$ cat src/rtl/core_seq_if.sv
// Command and core-side strobe bundle for core_seq. The host/environment side
// uses the master modport; the sequencer itself uses the slave modport.
interface core_seq_if #(
  parameter int addr_w = 11,
  parameter int len_w  = 12
);
  // Command handshake: a command transfers on a rising edge where cmd_valid
  // and cmd_ready are both high; cmd_ready is only ever high in IDLE.
  logic              cmd_valid;
  logic              cmd_ready;
  logic [2:0]        cmd_op;
  logic              cmd_mode;
  logic [addr_w-1:0] cmd_xbase;
  logic [addr_w-1:0] cmd_pbase;
  logic [len_w-1:0]  cmd_len;
  logic              l0_full;
  logic              ofifo_valid;
  logic              xmem_cen;
  logic              xmem_wen;
  logic [addr_w-1:0] xmem_addr;
  logic              pmem_cen;
  logic              pmem_wen;
  logic [addr_w-1:0] pmem_addr;
  logic              l0_wr;
  logic              kload;
  logic              execute;
  logic              ofifo_rd;
  logic              sfp_valid;
  logic              mode_select;
  logic              busy;
  logic              done;

  modport master (
    output cmd_valid, cmd_op, cmd_mode, cmd_xbase, cmd_pbase, cmd_len,
           l0_full, ofifo_valid,
    input  cmd_ready, xmem_cen, xmem_wen, xmem_addr, pmem_cen, pmem_wen,
           pmem_addr, l0_wr, kload, execute, ofifo_rd, sfp_valid,
           mode_select, busy, done
  );

  modport slave (
    input  cmd_valid, cmd_op, cmd_mode, cmd_xbase, cmd_pbase, cmd_len,
           l0_full, ofifo_valid,
    output cmd_ready, xmem_cen, xmem_wen, xmem_addr, pmem_cen, pmem_wen,
           pmem_addr, l0_wr, kload, execute, ofifo_rd, sfp_valid,
           mode_select, busy, done
  );
endinterface

$ cat src/rtl/core_seq.sv
// Command-driven sequencer for the systolic core (WS/OS dataflows).
// Define CORE_SEQ_PERF_EN to add saturating busy/stall performance counters.
module core_seq #(
  parameter int row    = 8,
  parameter int col    = 8,
  parameter int addr_w = 11,
  parameter int len_w  = 12
) (
  input  logic        clk,
  input  logic        reset,
  core_seq_if.slave   bus,
  output logic [1:0]  dbg_state_o
`ifdef CORE_SEQ_PERF_EN
  ,
  output logic [31:0] perf_busy_cyc,
  output logic [31:0] perf_stall_cyc
`endif
);

  typedef enum logic [1:0] {S_IDLE, S_RUN, S_TAIL, S_DONE} state_e;
  typedef enum logic [2:0] {
    OP_NOP, OP_XLOAD, OP_L0FILL, OP_KLOAD, OP_EXEC, OP_DRAIN, OP_READOUT, OP_RSVD
  } op_e;

  localparam logic [len_w-1:0] OS_FLUSH = len_w'(row + col - 2);

  state_e            state_q, state_d;
  op_e               op_q;
  logic              mode_q;
  logic [addr_w-1:0] xbase_q, pbase_q;
  logic [len_w-1:0]  len_q;
  logic [len_w-1:0]  cnt_q, cnt_d;
  logic              l0_wr_q, sfp_q, rdy_q;

  logic              accept;
  logic              issue;
  logic              last_beat;
  logic [len_w-1:0]  tail_len;
  logic [addr_w-1:0] x_at, p_at;

  assign bus.cmd_ready = (state_q == S_IDLE) && rdy_q;
  assign accept        = bus.cmd_valid && bus.cmd_ready;
  assign last_beat     = (cnt_q == len_q - 1'b1);
  assign x_at          = xbase_q + addr_w'(cnt_q);
  assign p_at          = pbase_q + addr_w'(cnt_q);

  // Cycles spent in TAIL after the last beat: one for the delayed read
  // strobes, row+col-2 for the OS accumulation flush.
  always_comb begin
    tail_len = '0;
    case (op_q)
      OP_L0FILL, OP_READOUT: tail_len = len_w'(1);
      OP_EXEC:               tail_len = mode_q ? OS_FLUSH : '0;
      default:               tail_len = '0;
    endcase
  end

  always_comb begin
    state_d       = state_q;
    cnt_d         = cnt_q;
    issue         = 1'b0;
    bus.xmem_cen  = 1'b1;
    bus.xmem_wen  = 1'b1;
    bus.xmem_addr = '0;
    bus.pmem_cen  = 1'b1;
    bus.pmem_wen  = 1'b1;
    bus.pmem_addr = '0;
    bus.kload     = 1'b0;
    bus.execute   = 1'b0;
    bus.ofifo_rd  = 1'b0;
    bus.done      = 1'b0;
    case (state_q)
      S_IDLE: begin
        if (accept) begin
          cnt_d = '0;
          if (bus.cmd_len == '0 || bus.cmd_op == 3'd0 || bus.cmd_op == 3'd7)
            state_d = S_DONE;
          else
            state_d = S_RUN;
        end
      end
      S_RUN: begin
        case (op_q)
          OP_XLOAD: begin
            issue         = 1'b1;
            bus.xmem_cen  = 1'b0;
            bus.xmem_wen  = 1'b0;
            bus.xmem_addr = x_at;
          end
          OP_L0FILL: begin
            bus.xmem_addr = x_at;
            if (!bus.l0_full) begin
              issue        = 1'b1;
              bus.xmem_cen = 1'b0;
            end
          end
          OP_KLOAD: begin
            issue     = 1'b1;
            bus.kload = 1'b1;
          end
          OP_EXEC: begin
            issue       = 1'b1;
            bus.execute = 1'b1;
          end
          OP_DRAIN: begin
            bus.pmem_addr = p_at;
            if (bus.ofifo_valid) begin
              issue        = 1'b1;
              bus.ofifo_rd = 1'b1;
              bus.pmem_cen = 1'b0;
              bus.pmem_wen = 1'b0;
            end
          end
          OP_READOUT: begin
            issue         = 1'b1;
            bus.pmem_cen  = 1'b0;
            bus.pmem_addr = p_at;
          end
          default: issue = 1'b1;
        endcase
        if (issue) begin
          if (last_beat) begin
            cnt_d   = '0;
            state_d = (tail_len == '0) ? S_DONE : S_TAIL;
          end else begin
            cnt_d = cnt_q + 1'b1;
          end
        end
      end
      S_TAIL: begin
        bus.execute = (op_q == OP_EXEC);
        if (cnt_q == tail_len - 1'b1) begin
          cnt_d   = '0;
          state_d = S_DONE;
        end else begin
          cnt_d = cnt_q + 1'b1;
        end
      end
      S_DONE: begin
        bus.done = 1'b1;
        state_d  = S_IDLE;
      end
      default: state_d = S_IDLE;
    endcase
  end

  always_ff @(posedge clk) begin
    if (!reset) begin
      state_q <= S_IDLE;
      op_q    <= OP_NOP;
      mode_q  <= 1'b0;
      xbase_q <= '0;
      pbase_q <= '0;
      len_q   <= '0;
      cnt_q   <= '0;
      l0_wr_q <= 1'b0;
      sfp_q   <= 1'b0;
      rdy_q   <= 1'b0;
    end else begin
      state_q <= state_d;
      cnt_q   <= cnt_d;
      rdy_q   <= 1'b1;
      // Read data arrives one cycle after the read; the strobe follows it.
      l0_wr_q <= (state_q == S_RUN) && (op_q == OP_L0FILL) && issue;
      sfp_q   <= (state_q == S_RUN) && (op_q == OP_READOUT) && issue;
      if (accept) begin
        op_q    <= op_e'(bus.cmd_op);
        mode_q  <= bus.cmd_mode;
        xbase_q <= bus.cmd_xbase;
        pbase_q <= bus.cmd_pbase;
        len_q   <= bus.cmd_len;
      end
    end
  end

  assign bus.l0_wr       = l0_wr_q;
  assign bus.sfp_valid   = sfp_q;
  assign bus.mode_select = mode_q;
  assign bus.busy        = (state_q != S_IDLE);
  assign dbg_state_o     = state_q;

`ifdef CORE_SEQ_PERF_EN
  logic [31:0] perf_busy_q, perf_stall_q;

  always_ff @(posedge clk) begin
    if (!reset) begin
      perf_busy_q  <= '0;
      perf_stall_q <= '0;
    end else begin
      if (state_q != S_IDLE && perf_busy_q != '1)
        perf_busy_q <= perf_busy_q + 32'd1;
      if (state_q == S_RUN && !issue && perf_stall_q != '1)
        perf_stall_q <= perf_stall_q + 32'd1;
    end
  end

  assign perf_busy_cyc  = perf_busy_q;
  assign perf_stall_cyc = perf_stall_q;
`endif

endmodule

$ cat src/flat_wrapper.sv
// flat-port wrapper written by rule: the top's interface ports become plain ports
module core_seq_flat 
#(
  parameter int row    = 8,
  parameter int col    = 8,
  parameter int addr_w = 11,
  parameter int len_w  = 12
)
  (clk, reset, dbg_state_o, bus_cmd_valid, bus_cmd_op, bus_cmd_mode, bus_cmd_xbase, bus_cmd_pbase, bus_cmd_len, bus_l0_full, bus_ofifo_valid, bus_cmd_ready, bus_xmem_cen, bus_xmem_wen, bus_xmem_addr, bus_pmem_cen, bus_pmem_wen, bus_pmem_addr, bus_l0_wr, bus_kload, bus_execute, bus_ofifo_rd, bus_sfp_valid, bus_mode_select, bus_busy, bus_done);
  core_seq_if #(.addr_w(addr_w), .len_w(len_w)) bus_i ();
  input  logic clk;
  input  logic reset;
  output logic [1:0] dbg_state_o;
  input wire logic [$bits(bus_i.cmd_valid)-1:0] bus_cmd_valid;
  input wire logic [$bits(bus_i.cmd_op)-1:0] bus_cmd_op;
  input wire logic [$bits(bus_i.cmd_mode)-1:0] bus_cmd_mode;
  input wire logic [$bits(bus_i.cmd_xbase)-1:0] bus_cmd_xbase;
  input wire logic [$bits(bus_i.cmd_pbase)-1:0] bus_cmd_pbase;
  input wire logic [$bits(bus_i.cmd_len)-1:0] bus_cmd_len;
  input wire logic [$bits(bus_i.l0_full)-1:0] bus_l0_full;
  input wire logic [$bits(bus_i.ofifo_valid)-1:0] bus_ofifo_valid;
  output wire logic [$bits(bus_i.cmd_ready)-1:0] bus_cmd_ready;
  output wire logic [$bits(bus_i.xmem_cen)-1:0] bus_xmem_cen;
  output wire logic [$bits(bus_i.xmem_wen)-1:0] bus_xmem_wen;
  output wire logic [$bits(bus_i.xmem_addr)-1:0] bus_xmem_addr;
  output wire logic [$bits(bus_i.pmem_cen)-1:0] bus_pmem_cen;
  output wire logic [$bits(bus_i.pmem_wen)-1:0] bus_pmem_wen;
  output wire logic [$bits(bus_i.pmem_addr)-1:0] bus_pmem_addr;
  output wire logic [$bits(bus_i.l0_wr)-1:0] bus_l0_wr;
  output wire logic [$bits(bus_i.kload)-1:0] bus_kload;
  output wire logic [$bits(bus_i.execute)-1:0] bus_execute;
  output wire logic [$bits(bus_i.ofifo_rd)-1:0] bus_ofifo_rd;
  output wire logic [$bits(bus_i.sfp_valid)-1:0] bus_sfp_valid;
  output wire logic [$bits(bus_i.mode_select)-1:0] bus_mode_select;
  output wire logic [$bits(bus_i.busy)-1:0] bus_busy;
  output wire logic [$bits(bus_i.done)-1:0] bus_done;
  assign bus_i.cmd_valid = bus_cmd_valid;
  assign bus_i.cmd_op = bus_cmd_op;
  assign bus_i.cmd_mode = bus_cmd_mode;
  assign bus_i.cmd_xbase = bus_cmd_xbase;
  assign bus_i.cmd_pbase = bus_cmd_pbase;
  assign bus_i.cmd_len = bus_cmd_len;
  assign bus_i.l0_full = bus_l0_full;
  assign bus_i.ofifo_valid = bus_ofifo_valid;
  assign bus_cmd_ready = bus_i.cmd_ready;
  assign bus_xmem_cen = bus_i.xmem_cen;
  assign bus_xmem_wen = bus_i.xmem_wen;
  assign bus_xmem_addr = bus_i.xmem_addr;
  assign bus_pmem_cen = bus_i.pmem_cen;
  assign bus_pmem_wen = bus_i.pmem_wen;
  assign bus_pmem_addr = bus_i.pmem_addr;
  assign bus_l0_wr = bus_i.l0_wr;
  assign bus_kload = bus_i.kload;
  assign bus_execute = bus_i.execute;
  assign bus_ofifo_rd = bus_i.ofifo_rd;
  assign bus_sfp_valid = bus_i.sfp_valid;
  assign bus_mode_select = bus_i.mode_select;
  assign bus_busy = bus_i.busy;
  assign bus_done = bus_i.done;
  core_seq #(.row(row), .col(col), .addr_w(addr_w), .len_w(len_w)) u_core (.clk(clk), .reset(reset), .bus(bus_i), .dbg_state_o(dbg_state_o));
endmodule
$ cat config.mk
export PLATFORM = sky130hd
export DESIGN_NAME = core_seq_flat
export DESIGN_NICKNAME = d
export VERILOG_FILES = /design/src/rtl/core_seq_if.sv /design/src/rtl/core_seq.sv /design/src/flat_wrapper.sv
export SDC_FILE = /design/constraint.sdc
export NUM_CORES = 1
export LEC_CHECK = 0
export CAP_MARGIN = 30
export CORE_MARGIN = 2
export CORE_UTILIZATION = 39
export CTS_BUF_LIST = sky130_fd_sc_hd__clkbuf_2 sky130_fd_sc_hd__clkbuf_4 sky130_fd_sc_hd__clkbuf_8
export DETAILED_ROUTE_END_ITERATION = 12
export PLACE_DENSITY = 0.69
export SLEW_MARGIN = 40
export SYNTH_ARGS = -nofsm -noshare
export SYNTH_HDL_FRONTEND = slang
export SYNTH_SLANG_ARGS = --single-unit
$ cat constraint.sdc
create_clock -name clk -period 3 [get_ports clk]
set_input_delay 0.6 -clock clk [delete_from_list [all_inputs] [get_ports clk]]
set_output_delay 0.6 -clock clk [all_outputs]
set_load 0.01 [all_outputs]
== Yosys cells after proc, flatten, opt, wreduce, memory -nomap -nowiden ==
Cells that the tools add are included.
Word-level totals
  output and inout bits: 37
  bits in registers: 55
Cells by class
  muxes and demuxes: 41
  equal/unequal tests: 16
  add/subtract/negate cells: 5
  reductions and logical operators: 19
Operator list (count)
  12-bit 2-to-1 mux: 4
  11-bit 2-to-1 mux: 4
  12-bit case mux with 3 select lines: 1
  12-bit equality test: 2
  12-bit zero test: 2
  12-bit case mux with 2 select lines: 1
  12-bit by 1-bit subtractor with 12-bit output, second input constant: 2
  11-bit adder: 2
  1-bit 2-to-1 mux: 20
  12-bit by 1-bit adder with 12-bit output, second input constant: 1
  3-bit equality test, second input constant: 4
  2-bit 2-to-1 mux: 5
  2-bit by 1-bit inequality test with 1-bit output, second input constant: 4
  1-bit case mux with 2 select lines: 4
  2-bit case mux with 4 select lines: 1
  3-bit by 2-bit equality test with 1-bit output, second input constant: 2
  1-bit logical AND: 6
  2-bit OR reduction: 3
  2-bit equality test, second input constant: 2
  4-bit 2-to-1 mux: 1
  4-bit AND reduction: 1
  3-bit by 1-bit equality test with 1-bit output, second input constant: 1
  3-bit zero test: 1
  3-bit AND reduction: 1
  other kinds (5): 6

== Logic depth before layout (Yosys ltp) ==
Gate-level depths: netlist of run 1.
  depth after elaboration: 8
  gate-level depth with buffers: 10
  gate-level depth less buffers: 9

== Worst setup path after synthesis of run 1 ==
Ideal clock, no wire load.
  path kind: flip-flop to output port
  start point: register u_core.cnt_q[0]
  end point: output port bus_xmem_addr[10]
  required time: 2.400 ns
  path slack: -0.009 ns
  stages on the path, launching flop included: 9
  arrival time: 2.409 ns
  path buffers: 0
  cells stage by stage: dfxtp_1 ha_1 fa_1 a21o_1 a21oi_1 o21bai_1 a2111oi_0 o31ai_1 mux2i_1
Between the ends
  longest elaborated chain between the ends: 3
RTL lines
  start, declared: line core_seq.sv:32  | logic [len_w-1:0] cnt_q, cnt_d;
  start signal, assigned: line core_seq.sv:161  | cnt_q <= cnt_d;
  11-bit adder: line core_seq.sv:44  | assign x_at = xbase_q + addr_w'(cnt_q);
  11-bit 2-to-1 mux: line core_seq.sv:83  | case (op_q)
  11-bit 2-to-1 mux: line core_seq.sv:72  | case (state_q)
  end, declared: line flat_wrapper.sv:25  | output wire logic [$bits(bus_i.xmem_addr)-1:0] bus_xmem_addr;
Every way passes these cells.

== Final worst setup path of run 1 ==
Same ends and word-level chain as after synthesis.

==> metrics list, run 1 <==
- The tool flagged a number of max-cap violations equal to 0.
* Global-route wire length before repair: 19,930 µm
- The average instance in the mapped netlist occupies a little under 8 µm².
- The initial antenna violation count is 0.
* Number of design-rule violations left by the first detailed-router iteration: ~180
- Status: finished with violations
* Routability-driven placement congestion ratio: approximately 0.90
* Crit-path max cell delay: ~360 ps
* Critical-path cell with the highest stage delay: sky130_fd_sc_hd__dfxtp_2
- CP top delay family: compound AO/OA/AOI/OAI gates
- Cell area after technology mapping: a little over 4000 µm²
- Synthesis instantiated 62 different standard cells from the library.
- Setup repair after global routing could not meet its margin everywhere.
* Worst endpoint data arrival time: ~2600 ps
- The first detailed-routing pass took 5 iterations.
- Count of vias placed by the detailed router: roughly 4,100
- Of all nets on the critical path, the largest fanout is 3.
- Worst slew margin relative to its limit: 0.6416
- Count of H-tree levels built during CTS: 2
- Final core area utilization: 0.5351
* Die Span X: 107.1 µm
- The number of clock buffers added by TritonCTS is 5.
- Sequential fraction of the synthesis area: 0.2657
- During I/O placement, the number of pins put on the boundary was 80.
* Final period util: 1.060
* Post-synthesis to final-layout area growth: 33.30%
- The die covers about 11,000 µm².
* Starting density of the core: 0.4014
- Counting flops with a built-in enable in the synthesized netlist gives 0.
- Post-detailed-route wirelength per cell: roughly 16 µm
- Number of buffers between clock root and the deepest sink: 2
* Vias in the first global route: 4,042
- The count of nets left with antenna violations once routing finished came out at 0.
* Clk Tree Root Cell: sky130_fd_sc_hd__clkbuf_8
- Of the cells placed in the final design, the portion with a size suffix greater than 1 is 0.1786.
- Pin count of the biggest net entering global routing: 39
* Number of placed instances, taps included: 740
* Source of the worst register-to-register timing path: u_core.op_q[0]$_SDFFE_PN0P_
- Type of the setup path with the least slack: reg2out
- Crit path time final: between 3000 and 4000 ps
- Summing all non-filler instances in the final layout gives an area of 5524 µm².
* Drc violations: 0
* IR Drop Worst-Case VDD: ~0.00026 V
- Upper clock frequency limit: around 310 MHz
- The number of hold buffers added after CTS was 0.
- Once routing completed, OpenROAD measured the worst setup slack at -180.6 ps.
- HPWL after detailed placement: a little under 9000 µm
* Hold Worst Slack: between 400 and 500 ps
- Critical Path Sink Type: output pin
- Data required, critical path: roughly 2400 ps
- Launch instance of the worst min-delay path: u_core.pbase_q[7]$_SDFFE_PN0P_
- After synthesis the netlist holds a flip-flop and latch count of 55.
* Port Buffers: 79
- The most critical setup path has its startpoint at u_core.cnt_q[0]$_SDFFE_PN0P_.
* Area of the core: about 10,000 µm²
* Post-Synthesis Cells: roughly 520
- Number of clock sinks: between 50 and 60
* Leak Pwr: roughly 2.2 nW
- Measured slew at the worst slew-check pin: 537.5 ps
* Clock Skew: approximately 8.6 ps
* Final #Nets: between 600 and 700
- 0 antenna diodes ended up in the layout.
- The signal on the critical path passes through ha_1 > fa_2 > a21o_1 > a21oi_2 > o21bai_2 > a2111oi_2 > buf_4 > o31ai_1 > mux2i_1 > buf_2.
- In the synthesized netlist the dominant register cell turns out to be sky130_fd_sc_hd__dfxtp_1.
- In this run the worst hold path is classified as reg2reg.
- Number of nets in the synthesized netlist: 596
- Setup violations remaining at the end of the flow were counted as 7.
* Number of failing hold endpoints at the final stage: 0
- Final-report max-slew violation count: 0
- Commonest cells after routing, fill and taps aside: 110 x sky130_fd_sc_hd__nand2_1, 64 x sky130_fd_sc_hd__clkdlybuf4s50_1, 50 x sky130_fd_sc_hd__dfxtp_1, 38 x sky130_fd_sc_hd__a21boi_0, 35 x sky130_fd_sc_hd__buf_4
- Violated checks: negative setup slack
- Power per standard cell area: just over 500 nW/µm²
- The placed instances occupy a cell area of 5233 µm².
* Total wire length after detailed routing: about 12,000 µm
* Global-route congestion overflow total: 0
* Worst path bufs/invs: 2
- Startpoint types: flop
- The floorplan has 37 rows.
- In the routed layout, each cell is associated on average with a via count of ~5.5.
- The clock reaches the later pin of the worst-skew pair after 320 ps.
* Die Height: between 100 and 150 µm
* Number of warnings issued by yosys: 0
- TritonCTS built the clock tree.
- Total global routing track utilization: 0.2178
* Async set-reset flop share out of synthesis: 0
- Clock slew seen by the registers of the worst setup and hold paths: ~110 ps
- The count of cells in the finished layout, fillers not included, comes to about 750.
* Most common cell after layout, fill and taps aside: sky130_fd_sc_hd__nand2_1
[worst reg2reg max path, stage by stage (launching register included)]
cell and delay (ps):
sky130_fd_sc_hd__dfxtp_1 420, sky130_fd_sc_hd__and2b_1 300, sky130_fd_sc_hd__inv_2 150, sky130_fd_sc_hd__ha_1 210, sky130_fd_sc_hd__nand2_1 80, sky130_fd_sc_hd__nor4_2 270
sky130_fd_sc_hd__o221ai_1 150, sky130_fd_sc_hd__a221o_1 450, sky130_fd_sc_hd__buf_4 200, sky130_fd_sc_hd__o311ai_1 280, sky130_fd_sc_hd__o41ai_1 120
[cell type report]
type                    count  area, µm²
well taps                 136      170.2
clock buffers               6      82.58
fillers                   959       4800
clock inverters             2      20.02
inverters                  15      56.30
flip-flops and latches     55       1110
multi-input cells         421       3034
repair buffers            117       1051
[cell usage after synthesis, types with 3 or more instances]
cell / instances / area share
sky130_fd_sc_hd__or2_2: 4 / 0.0060
sky130_fd_sc_hd__nor4_2: 3 / 0.0091
sky130_fd_sc_hd__a21oi_1: 20 / 0.024
sky130_fd_sc_hd__a21o_1: 7 / 0.013
sky130_fd_sc_hd__a21boi_0: 39 / 0.071
sky130_fd_sc_hd__nor2b_1: 3 / 0.0045
sky130_fd_sc_hd__mux2i_1: 5 / 0.012
sky130_fd_sc_hd__nand3_1: 25 / 0.030
sky130_fd_sc_hd__nor3_1: 11 / 0.013
sky130_fd_sc_hd__o32ai_2: 9 / 0.035
sky130_fd_sc_hd__o31ai_1: 4 / 0.0072
sky130_fd_sc_hd__and3_1: 8 / 0.012
sky130_fd_sc_hd__nand3b_1: 8 / 0.014
sky130_fd_sc_hd__inv_1: 14 / 0.013
sky130_fd_sc_hd__a41oi_1: 3 / 0.0063
sky130_fd_sc_hd__nand2_1: 110 / 0.10
sky130_fd_sc_hd__and4_1: 6 / 0.013
sky130_fd_sc_hd__nand2b_1: 5 / 0.0075
sky130_fd_sc_hd__o21bai_1: 5 / 0.0091
sky130_fd_sc_hd__xor2_1: 10 / 0.021
sky130_fd_sc_hd__o21ai_0: 5 / 0.0060
sky130_fd_sc_hd__nor3b_1: 3 / 0.0054
sky130_fd_sc_hd__xnor2_1: 15 / 0.032
sky130_fd_sc_hd__clkbuf_1: 24 / 0.022
sky130_fd_sc_hd__or3_1: 5 / 0.0075
sky130_fd_sc_hd__nor4_1: 11 / 0.017
sky130_fd_sc_hd__dfxtp_1: 55 / 0.27
sky130_fd_sc_hd__and2_1: 6 / 0.0091
sky130_fd_sc_hd__ha_1: 29 / 0.088
sky130_fd_sc_hd__nor2_1: 25 / 0.023
[per-stage QoR]
stage                     total power [mW]  TNS (ps)  worst slack (ps)
final                                2.824    -650.9            -180.6
after global routing                 3.010     -1831            -289.5
after CTS                            2.796    -609.2            -169.7
after detailed placement             2.322     -2707            -441.4
after global placement               2.288     -2286            -356.1
after floorplan                      1.816         0             57.59
[what timing repair did]
action,in CTS,in global routing
resized for setup,56,29
pin swaps,12,11
endpoints found under the setup margin,16,21
buffers inserted,1,3
[power by group]
group          internal, mW  switching (mW)
Clock                 0.196           0.278
Combinational         0.576           0.874
Sequential            0.810          0.0899
[flip-flops by register name (all words and copies together) (netlist names)]
| signal | count |
|---|---|
| u_core.dbg_state_o | 2 |
| u_core.rdy_q | 1 |
| u_core.bus.sfp_valid | 1 |
| u_core.pbase_q | 11 |
| u_core.cnt_q | 12 |
| u_core.bus.mode_select | 1 |
| u_core.op_q | 3 |
| u_core.bus.l0_wr | 1 |
| u_core.xbase_q | 11 |
| u_core.len_q | 12 |
[kinds of logic after synthesis]
logic type | Yosys count | synth area share
xor+xnor | 25 | 0.05284
compound gates | 115 | 0.2255
mux | 5 | 0.01208
fa+ha+maj | 31 | 0.09722
flops | 55 | 0.2657
buf+inv | 46 | 0.04680
simple gates | 245 | 0.2998
[per-layer routing]
| metal | global-route usage | up-vias | part of all wire |
|---|---|---|---|
| met3 | 0.02796 | 9 | 0.041 |
| met4 | 0.05937 | 0 | 0.0080 |
| met1 | 0.2853 | 1983 | 0.45 |
| li1 | - | 2052 | - |
| met2 | 0.3748 | 88 | 0.50 |
| met5 | 0 | - | 0 |
[path summary, 6_finish.rpt]
path,cells past startpoint,slack [ps],endpoint
min,2,470,u_core.pbase_q[7]$_SDFFE_PN0P_
max reg2reg,10,250,u_core.cnt_q[10]$_SDFFE_PN0P_
max,10,-180,bus_xmem_addr[10]
min reg2reg,2,470,u_core.pbase_q[7]$_SDFFE_PN0P_
No activity file was read; power rests on OpenSTA's default activity.
==> run 2: changes to the inputs <==
Settings changed: PLACE_DENSITY 0.69 to 0.61.
==> run 2 against run 1 <==
  * The run still ends with negative setup slack left
  * Cell count unchanged
  * Via count decreased by 0.31%
  * Total power shrank 1.1%
  * Non-clock buffer count stayed put
  * Flip-flop and latch count is the same
  * Maximum frequency down 0.33%
  * Final area decreased by 0.45%
  * Highest routed layer unchanged
==> metrics list, run 2 (same netlist as run 1, synthesis figures left out) <==
* Status: finished with violations (unchanged)
* Violated checks: negative setup slack (unchanged)
- Total I/O pin count: 80 (unchanged)
- Unrepaired setup endpoints after global routing: yes (unchanged)
- Internal Pwr Total: 1.569 mW (was 1.582 mW)
* Number of antenna violations at the first check in global routing: 0 (unchanged)
- Port Buffers: 79 (unchanged)
- The number of hold-slack violations in the final timing report came to 0 (unchanged).
- Die Span X: 107.1 µm (unchanged)
- The cell family with the largest share of critical-path delay is compound AO/OA/AOI/OAI gates (unchanged).
- Final period util: 1.064 (was 1.060)
- Global-route congestion overflow total: 0 (unchanged)
* DRT antenna net count: 0 (unchanged)
- The via count of the first global-routing pass was 3,908 (was 4,042).
- The floorplan die height came to 107.1 µm (unchanged).
* Count of max-cap constraint violations: 0 (unchanged)
* Clock slew seen by the registers of the worst setup and hold paths: 110 ps (about the same)
- Ordered cell list for the critical path: ha_4 > fa_2 > a21o_1 > a21oi_2 > o21bai_2 > a2111oi_4 > buf_4 > o31ai_2 > mux2i_1 > buf_2 (was ha_1 > fa_2 > a21o_1 > a21oi_2 > o21bai_2 > a2111oi_2 > buf_4 > o31ai_1 > mux2i_1 > buf_2)
* IR Drop Worst-Case VDD: 0.0002984 V (was 0.0002558 V)
- The most common cell after layout, fill and taps aside was sky130_fd_sc_hd__nand2_1 (unchanged).
- The minimum clock period came to 3191 ps (was 3181 ps).
- Worst endpoint data arrival time: 2590 ps (was 2580 ps)
- Power per standard cell area: 508.0 nW/µm² (was 511.3 nW/µm²)
* Type of the tightest min-delay check: reg2reg (unchanged)
- FILL cells: 1,016 (was 959)
- The part of the total power dissipated in the clock network is 0.168 (about the same).
* Worst slew margin relative to its limit: 0.5410 (was 0.6416)
* Total wire length after detailed routing: 12,390 µm (was 12,350 µm)
* DRT Pass-1 Iters: 5 (unchanged)
* Leak Pwr: 2.223 nW (was 2.237 nW)
- Placement-stage worst setup slack: -388.0 ps (was -441.4 ps)
* Number of design-rule violations left by the first detailed-router iteration: 137 (was 175)
- Commonest cells after routing, fill and taps aside: 110 x sky130_fd_sc_hd__nand2_1, 64 x sky130_fd_sc_hd__clkdlybuf4s50_1, 51 x sky130_fd_sc_hd__dfxtp_1, 38 x sky130_fd_sc_hd__a21boi_0, 36 x sky130_fd_sc_hd__buf_4 (was 110 x sky130_fd_sc_hd__nand2_1, 64 x sky130_fd_sc_hd__clkdlybuf4s50_1, 50 x sky130_fd_sc_hd__dfxtp_1, 38 x sky130_fd_sc_hd__a21boi_0, 35 x sky130_fd_sc_hd__buf_4)
* CP Max Fanout: 3 (unchanged)
- The floorplan core area came to 10,320 µm² (unchanged).
* Cell Rows: 37 (unchanged)
* Upper clock frequency limit: 313.4 MHz (was 314.4 MHz)
- Pin count of the biggest net entering global routing: 39 (unchanged)
- Switching part of the total power: 0.4383 (was 0.4399)
- HPWL after detailed placement: 9012 µm (was 8924 µm)
- Post-route setup slack: -191.2 ps (was -180.6 ps)
* Routability-driven placement congestion ratio: 0.8383 (was 0.8981)
- Sequential share of power: 0.323 (was 0.319)
- Post-cts hold buffer count: 0 (unchanged)
* Via-per-instance ratio: 5.477 (was 5.495)
- Drc violations: 0 (unchanged)
- The power spent charging and discharging nets came to 1.225 mW (was 1.242 mW).
* Clk Tree Root Cell: sky130_fd_sc_hd__clkbuf_8 (unchanged)
- The buffer levels on the longest clock path is 2 (unchanged).
* Diode insertion count for antenna repair: 0 (unchanged)
- Measured slew at the worst slew-check pin: 683.9 ps (was 537.5 ps)
- The post-detailed-route wirelength per cell came to 16.47 µm (was 16.42 µm).
- The floorplan die area came to 11,470 µm² (unchanged).
- Data required, critical path: 2400 ps (about the same)
- Clock tree from TritonCTS: built (unchanged)
- The total clock sinks is 55 (unchanged).
- Worst-Skew Late Latency: 320 ps (about the same)
- The area growth from synthesis to layout was 32.70% (was 33.30%).
- Share of total power in combinational logic: 0.509 (was 0.514)
* Fraction of layout instances using a drive strength above 1: 0.1753 (was 0.1786)
* Largest regs: u_core.cnt_q (12), u_core.len_q (12) (unchanged)
* Total global routing track utilization: 0.2173 (was 0.2178)
- The wire length of the first global-routing pass is 19,740 µm (was 19,930 µm).
* Area of the multi-input gates: 3015 µm² (was 3034 µm²)
- The number of H-tree levels was 2 (unchanged).
- The buffers plus inverters on the worst setup path is 2 (unchanged).
- Register Area: 1111 µm² (was 1110 µm²)
- The number of slew-limit violations in the final report was 0 (unchanged).
- Type of the setup path with the least slack: reg2out (unchanged)
- The sort of element at the start of the critical path is a flop (unchanged).
- The starting density of the core is 0.4014 (unchanged).
* Final #Nets: 689 (unchanged)
- The total via count in the routed design came to 4,119 (was 4,132).
- The worst-case clock skew is 9.309 ps (was 8.592 ps).
- The cell with the largest stage delay on the worst path was sky130_fd_sc_hd__dfxtp_4 (was sky130_fd_sc_hd__dfxtp_2).
* Number of clock buffers inserted by TritonCTS: 5 (unchanged)
- Count of non-filler cells in the finished layout: 752 (unchanged)
- The worst stage delay on the critical path was 390 ps (was 360 ps).
- Number of placed instances, taps included: 740 (unchanged)
* Critical Path Sink Type: output pin (unchanged)
- The number of failing setup endpoints in the final timing report came to 6 (was 7).
run 2: cell types whose count changed in the layout (fill, tap and decap cells not counted), sizes merged:
| cell | delta |
|---|---|
| dlymetal6s2s | -1 |
| dlygate4sd2 | +1 |
run 2: power by group through the flow:
stage	sequential, mW	clock (mW)	combinational, mW
global route	0.914	0.516	1.57
detailed placement	0.909	0	1.40
global placement	0.905	0	1.39
floorplan	0.893	0	0.923
finish	0.901	0.470	1.42
CTS	0.896	0.488	1.42
run 2: path summary, 6_finish.rpt:
check,startpoint,endpoint,slack [ps],depth (start not counted)
min,u_core.pbase_q[9]$_SDFFE_PN0P_,u_core.pbase_q[9]$_SDFFE_PN0P_,470,2
min reg2reg,u_core.pbase_q[9]$_SDFFE_PN0P_,u_core.pbase_q[9]$_SDFFE_PN0P_,470,2
max,u_core.cnt_q[0]$_SDFFE_PN0P_,bus_pmem_addr[10],-190,10
max reg2reg,u_core.cnt_q[8]$_SDFFE_PN0P_,u_core.cnt_q[10]$_SDFFE_PN0P_,260,8
run 2: cell type report:
class | count | area share
clock buffers | 6 | 0.01502
clock inverters | 2 | 0.003641
inverters | 15 | 0.01024
multi-input cells | 421 | 0.5484
flip-flops and latches | 55 | 0.2020
well taps | 136 | 0.03094
repair buffers | 117 | 0.1898
run 2: per-layer routing:
| layer | routed length, µm | track usage |
|---|---|---|
| met5 | 0 | 0 |
| met4 | 289 | 0.06679 |
| met3 | 709 | 0.03040 |
| met2 | 5802 | 0.3648 |
| met1 | 5586 | 0.2876 |
run 2: timing repair:
action,4_1_cts,5_1_grt
gates resized for setup,62,21
endpoints found under the hold margin,0,0
buffers inserted,0,4
endpoints found under the setup margin,15,20
pin swaps,18,21
run 2: metrics by stage:
stage               power, mW  cell area [µm²]    util  hold slack (ps)  setup TNS (ps)
finish                  2.794             5499  0.5327            474.2          -712.3
global route            3.000             5499  0.5327            507.1           -1777
CTS                     2.802             5375  0.5207            478.9          -672.2
detailed placement      2.313             5233  0.5068            463.6           -2379
global placement        2.294             5233  0.5068            457.3           -2184
floorplan               1.816             4146       -            447.2               0
run 2: worst min-delay path: cells and delay by family (launching register included):
family / cells / cell delay [ps]
flops: 1 / 330
compound gates: 1 / 60
simple gates: 1 / 50
